<file path="src/rtl/ex_mem_reg_pkg.sv">
// ex_mem_reg_pkg: shared pipeline-register widths and control-bit ordering.
package ex_mem_reg_pkg;
  localparam int DATA_W_DEF = 32;
  localparam int REG_W_DEF = 5;
  // MSB-first ordering of the control bits carried down the pipeline
  typedef struct packed {
    logic regWrite;
    logic memtoReg;
    logic branch;
    logic memRead;
    logic memWrite;
  } ctrl_t;
endpackage

</file>
<file path="src/rtl/ex_mem_reg_branch_adder.sv">
// branch_adder: branch target = PC+4 plus word-scaled offset, wrapping.
module branch_adder #(
  parameter int DATA_W = 32
) (
  input  logic [DATA_W-1:0] a,
  input  logic [DATA_W-1:0] b,
  output logic [DATA_W-1:0] sum
);
  assign sum = a + (b << 2);
endmodule

</file>
<file path="src/rtl/ex_mem_reg.sv">
// ex_mem_reg: EX/MEM pipeline register with stall, flush and branch resolve.
module ex_mem_reg
  import ex_mem_reg_pkg::*;
#(
  parameter int DATA_W = DATA_W_DEF,
  parameter int REG_W = REG_W_DEF
) (
  input  logic              Clk,
  input  logic              Reset,
  input  logic              Stall_in,
  input  logic              Flush_in,
  input  logic              Valid_in,
  input  logic [DATA_W-1:0] PCAddResult_in,
  input  logic [DATA_W-1:0] signExtend_in,
  input  logic [DATA_W-1:0] ALUResult_in,
  input  logic              Zero_in,
  input  logic [DATA_W-1:0] ReadData2_in,
  input  logic [REG_W-1:0]  rt_in,
  input  logic [REG_W-1:0]  rd_in,
  input  logic              RegDst_in,
  input  logic              RegWrite_in,
  input  logic              MemtoReg_in,
  input  logic              Branch_in,
  input  logic              MemRead_in,
  input  logic              MemWrite_in,
  output logic [DATA_W-1:0] BranchTarget_out,
  output logic [DATA_W-1:0] ALUResult_out,
  output logic [DATA_W-1:0] WriteData_out,
  output logic [REG_W-1:0]  WriteReg_out,
  output logic              Zero_out,
  output logic              RegWrite_out,
  output logic              MemtoReg_out,
  output logic              Branch_out,
  output logic              MemRead_out,
  output logic              MemWrite_out,
  output logic              Valid_out,
  output logic              PCSrc_out
);
  typedef struct packed {
    logic [DATA_W-1:0] branchTarget;
    logic [DATA_W-1:0] aluResult;
    logic [DATA_W-1:0] writeData;
    logic [REG_W-1:0]  writeReg;
    logic              zero;
    logic              valid;
    ctrl_t             ctrl;
  } stage_t;
  stage_t d, q;
  logic [DATA_W-1:0] branchTarget;
  logic [REG_W-1:0] writeReg;
  branch_adder #(.DATA_W(DATA_W)) targetAdder (
    .a(PCAddResult_in),
    .b(signExtend_in),
    .sum(branchTarget)
  );
  assign writeReg = RegDst_in ? rd_in : rt_in;
  // controls are squashed for bubbles; $0 never gets written; store beats load
  always_comb begin
    d.branchTarget = branchTarget;
    d.aluResult = ALUResult_in;
    d.writeData = ReadData2_in;
    d.writeReg = writeReg;
    d.zero = Zero_in;
    d.valid = Valid_in;
    d.ctrl.regWrite = Valid_in & RegWrite_in & (writeReg != '0);
    d.ctrl.memtoReg = Valid_in & MemtoReg_in;
    d.ctrl.branch = Valid_in & Branch_in;
    d.ctrl.memRead = Valid_in & MemRead_in & ~MemWrite_in;
    d.ctrl.memWrite = Valid_in & MemWrite_in;
  end
  always_ff @(posedge Clk or posedge Reset)
    if (Reset) q <= '0;
    else if (Flush_in) q <= '0;
    else if (!Stall_in) q <= d;
  assign BranchTarget_out = q.branchTarget;
  assign ALUResult_out = q.aluResult;
  assign WriteData_out = q.writeData;
  assign WriteReg_out = q.writeReg;
  assign Zero_out = q.zero;
  assign RegWrite_out = q.ctrl.regWrite;
  assign MemtoReg_out = q.ctrl.memtoReg;
  assign Branch_out = q.ctrl.branch;
  assign MemRead_out = q.ctrl.memRead;
  assign MemWrite_out = q.ctrl.memWrite;
  assign Valid_out = q.valid;
  assign PCSrc_out = q.valid & q.ctrl.branch & q.zero;
endmodule

</file>
<file path="config.mk">
export PLATFORM = sky130hd
export DESIGN_NAME = ex_mem_reg
export DESIGN_NICKNAME = d
export VERILOG_FILES = /design/src/rtl/ex_mem_reg_pkg.sv /design/src/rtl/ex_mem_reg_branch_adder.sv /design/src/rtl/ex_mem_reg.sv
export SDC_FILE = /design/constraint.sdc
export NUM_CORES = 1
export LEC_CHECK = 0
export CAP_MARGIN = 30
export CORE_MARGIN = 3
export CORE_UTILIZATION = 42
export CTS_CLUSTER_SIZE = 40
export DETAILED_ROUTE_END_ITERATION = 10
export HOLD_SLACK_MARGIN = 0.1
export PLACE_DENSITY = 0.8
export RECOVER_POWER = 25
export SETUP_SLACK_MARGIN = 0.05
export SLEW_MARGIN = 25
export SYNTH_ARGS = -nofsm -noshare
export SYNTH_HDL_FRONTEND = slang
export SYNTH_SLANG_ARGS = --single-unit
</file>
<file path="constraint.sdc">
create_clock -name Clk -period 5 [get_ports Clk]
set_input_delay 1 -clock Clk [delete_from_list [all_inputs] [get_ports Clk]]
set_output_delay 1 -clock Clk [all_outputs]
set_load 0.02 [all_outputs]
</file>
==> reports/qor.yml <==
timing:
  rsz0062_at_grt: "no"
  slew-limit-headroom_pct: -21.7
  drv_slew: 70
  timing.final.ws_setup_ns: 1.36
  fin_crit_sh_pct: 72.9
  max_freq_ghz: 0.274
  hold_viol_final: 0
  setup_tns_ns: 0
  worst_slew_pin_slew_ns: 1.82
  period_minus_slack_ns: 3.64
  fin_hold_ws_ns: 0.517
  skew_ns: 0
  setup_violations: 0
global_routing:
  grt_pass1_vias: 5754
  grt_first_pass_wirelength_mm: 30.3
  antenna_found_initial: 0
  overflow: 0
  grt_start_max_net_pins: 69
  gr-usage-all-layers_pct: 23.8
logic_synthesis:
  syn_inst: 612
  synth_top_cell_by_area: "dfrtp_1"
  synth_compound_area_share_pct: 14.3
  synth-edff-count: 0
  synth_top_family_by_area: "simple AND/OR/NAND/NOR gates"
  synthAdderAreaFrac_pct: 6.42
  synthDistinctLibCells: 59
  synthMuxAreaShare_pct: 13.1
  ys_async_sr_fraction_pct: 100
  synth_seq_cells: 108
  yosys.area_share.simple_pct: 15.3
  syn_area_per_cell_um2: 9.75
  syn_area_um2: 5970
  synth_top_area_share_pct: 45.3
  ys_seq_area_share_pct: 45.3
  synthXorXnorAreaFrac_pct: 2.94
  syn_nets: 792
  synth-main-ff-cell: "dfrtp_1"
  ys_top_cells_by_area: "dfrtp_1, mux2i_1, nor2_1"
  yosysWarnings: 0
die:
  initial_core_util_pct: 44.0
  die_y_um: 125
  rows: 42
  core-area_um2: 13600
  ios: 259
  dieArea_um2: 15700
  die_x_um: 125
worst_setup_path:
  cp-start-kind: "primary input"
  path_cells: "clkdlybuf4s50_1 -> ha_1 -> inv_1 -> fa_1 -> nand2b_1 -> a21o_1 -> a31o_4 -> o31ai_4 -> nor4b_1 -> o31ai_1 -> nor2_1 -> a221o_1"
  worstPathMaxFanout: 4
  cp.required_ns: 5.24
  slowest_delay_ns: 0.48
  crit_buf_inv: 2
  critPathCaptureType: "flop"
  critPathKind: "in -> reg"
  critical_path.top_delay_family: "compound AO/OA/AOI/OAI gates"
  slowest_stage: "clkdlybuf4s50_1"
  worst_ep_arrival_time_ns: 3.89
finish:
  final_layout_size_suffix_gt1_share_pct: 3.49
  nets: 1035
  area_growth_pct: 51.3
  diodes: 0
routing:
  drtIter0Drc: 376
  dr_wl_met2_mm: 9.26
  ant_nets: 0
  drc: 0
  highest-signal-layer: "met4"
  avgViaCountPerCell: 5.39
  finalWirelength_mm: 18.7
  dr.pass1.iters: 5
  drt-wirelength-per-cell_um: 18.1
  vias: 5582
  routed-wl-met3_mm: 1.40
  wl_met1_mm: 7.50
min_path:
  hp-class: "reg -> reg"
cts:
  clockBufferDepth: 2
  cts-root-buf: "clkbuf_16"
  htreeDepth: 3
  cts_tree: "yes"
  cts.sinks: 108
  cts-hold-fix-buffers: 0
  worstSkewPairLatency_ns: 0.34
  cts_made_buffers: 9
  cts-resized-gates: 0
  post-cts-setup-buffers: 0
  clkTransAtPathRegs_ns: 0.08
run:
  drv_cap: 2
power:
  leakagePower_uw: 0.00407
  power_density_nw_per_um2: 267
  ir_drop_v: 0.000260
placement:
  port_buffers: 256
  dp_hpwl_mm: 14.3
  gp_congestion: 0.896
  post-place-ws_ns: 1.01
outcome:
  status: "complete, but fails checks"
  violations: "capacitance limit, slew limit"
-- area by class of cell --
| class | instances | area (µm²) |
|---|---|---|
| fill | 1090 | 4530 |
| multi-input combinational | 462 | 3100 |
| sequential | 108 | 2700 |
| timing repair buffer | 263 | 2660 |
| clock buffer | 10 | 239 |
| tap | 176 | 220 |
| clock inverter | 5 | 57.6 |
| inverter | 11 | 42.5 |
-- per-stage QoR --
step / cells / total power (µW) / cell area (µm²) / utilization (%)
after detailed placement: 1019 / 1690 / 8710 / 64.3
after global placement: 1017 / 1670 / 8660 / 63.9
final: 1035 / 2410 / 9030 / 66.6
after floorplan: 612 / 1360 / 5970 / -
after CTS: 1034 / 2430 / 9010 / 66.5
after global routing: 1035 / 2530 / 9030 / 66.6
-- placed cells by master (no fill, tap or decap), drive strengths merged, types with 2 or more instances in the layout --
| cell | instances |
|---|---|
| mux2i | 78 |
| dlygate4sd3 | 2 |
| and2 | 6 |
| o21ai | 22 |
| buf | 7 |
| clkdlybuf4s50 | 252 |
| o31ai | 3 |
| a311oi | 3 |
| a31oi | 2 |
| nand4 | 3 |
| nand2 | 33 |
| clkinv | 3 |
| nand3b | 2 |
| a211oi | 6 |
| xor2 | 4 |
| a32oi | 4 |
| a21o | 12 |
| inv | 11 |
| clkbuf | 12 |
| xnor2 | 16 |
| and3 | 5 |
| o21bai | 4 |
| or3 | 4 |
| and4 | 2 |
| nor2b | 3 |
| nor2 | 123 |
| o211ai | 3 |
| nor3 | 9 |
| o21a | 4 |
| nand2b | 5 |
| a21boi | 3 |
| a21oi | 45 |
| dfrtp | 108 |
| o41a | 2 |
| nand3 | 8 |
| a22o | 2 |
| ha | 29 |
-- power breakdown --
| group | switching, µW | internal, µW |
|---|---|---|
| clock | 331 | 402 |
| sequential | 35.3 | 932 |
| combinational | 356 | 354 |
| total | 722 | 1690 |
-- worst reg2reg max path, delay by kind of cell, from the launching register on --
kind / cells / cell delay, ns
flops: 1 / 0.39
simple gates: 1 / 0.14
compound gates: 1 / 0.31
-- state kept, by name, indices dropped and copies added (netlist names) --
| register | cells |
|---|---|
| BranchTarget_out | 32 |
| WriteReg_out | 5 |
| RegWrite_out | 1 |
| Zero_out | 1 |
| ALUResult_out | 32 |
| MemWrite_out | 1 |
| Valid_out | 1 |
| MemRead_out | 1 |
| WriteData_out | 32 |
| MemtoReg_out | 1 |
| Branch_out | 1 |
-- cell families after synthesis --
kind of cell,count (synthesis)
XOR/XNOR,20
AO/OA/AOI/OAI,125
buffers and inverters,42
multiplexers,78
AND/OR/NAND/NOR,209
adder cells (fa/ha/maj),30
flip-flops,108
-- cells in the mapped netlist (all sizes together) (4+ instances only) --
master  count
ha         29
buf         9
clkbuf     22
a32oi       4
dfrtp     108
xnor2      16
mux2i      78
inv        10
xor2        4
and2        6
and3        5
nand2      33
nor2      123
a211oi      6
nand3       8
nor3        9
a21o       12
o21ai      22
o21bai      4
o21a        4
or3         4
a21oi      45
nand2b      5
-- metal layers --
layer  GRT usage (%)  vias to the layer above
li1                -                     2640
met1            28.7                     2658
met2            40.8                      245
met3            7.21                       39
met4            7.97                        0
met5               0                        -
-- final timing paths --
| check | start | endpoint | slack (ns) | depth (start not counted) |
|---|---|---|---|---|
| hold reg to reg | RegWrite_out | RegWrite_out | 0.52 | 2 |
| min in group asynchronous | Reset | ALUResult_out[17] | 1.45 | 2 |
| setup reg to reg | BranchTarget_out[26] | BranchTarget_out[26] | 4.04 | 2 |
| setup / recovery | signExtend_in[0] | BranchTarget_out[28] | 1.36 | 12 |
| max in group asynchronous | Reset | ALUResult_out[12] | 2.25 | 4 |
| hold / removal | RegWrite_out | RegWrite_out | 0.52 | 2 |
Power figures use the tool's default switching activity.
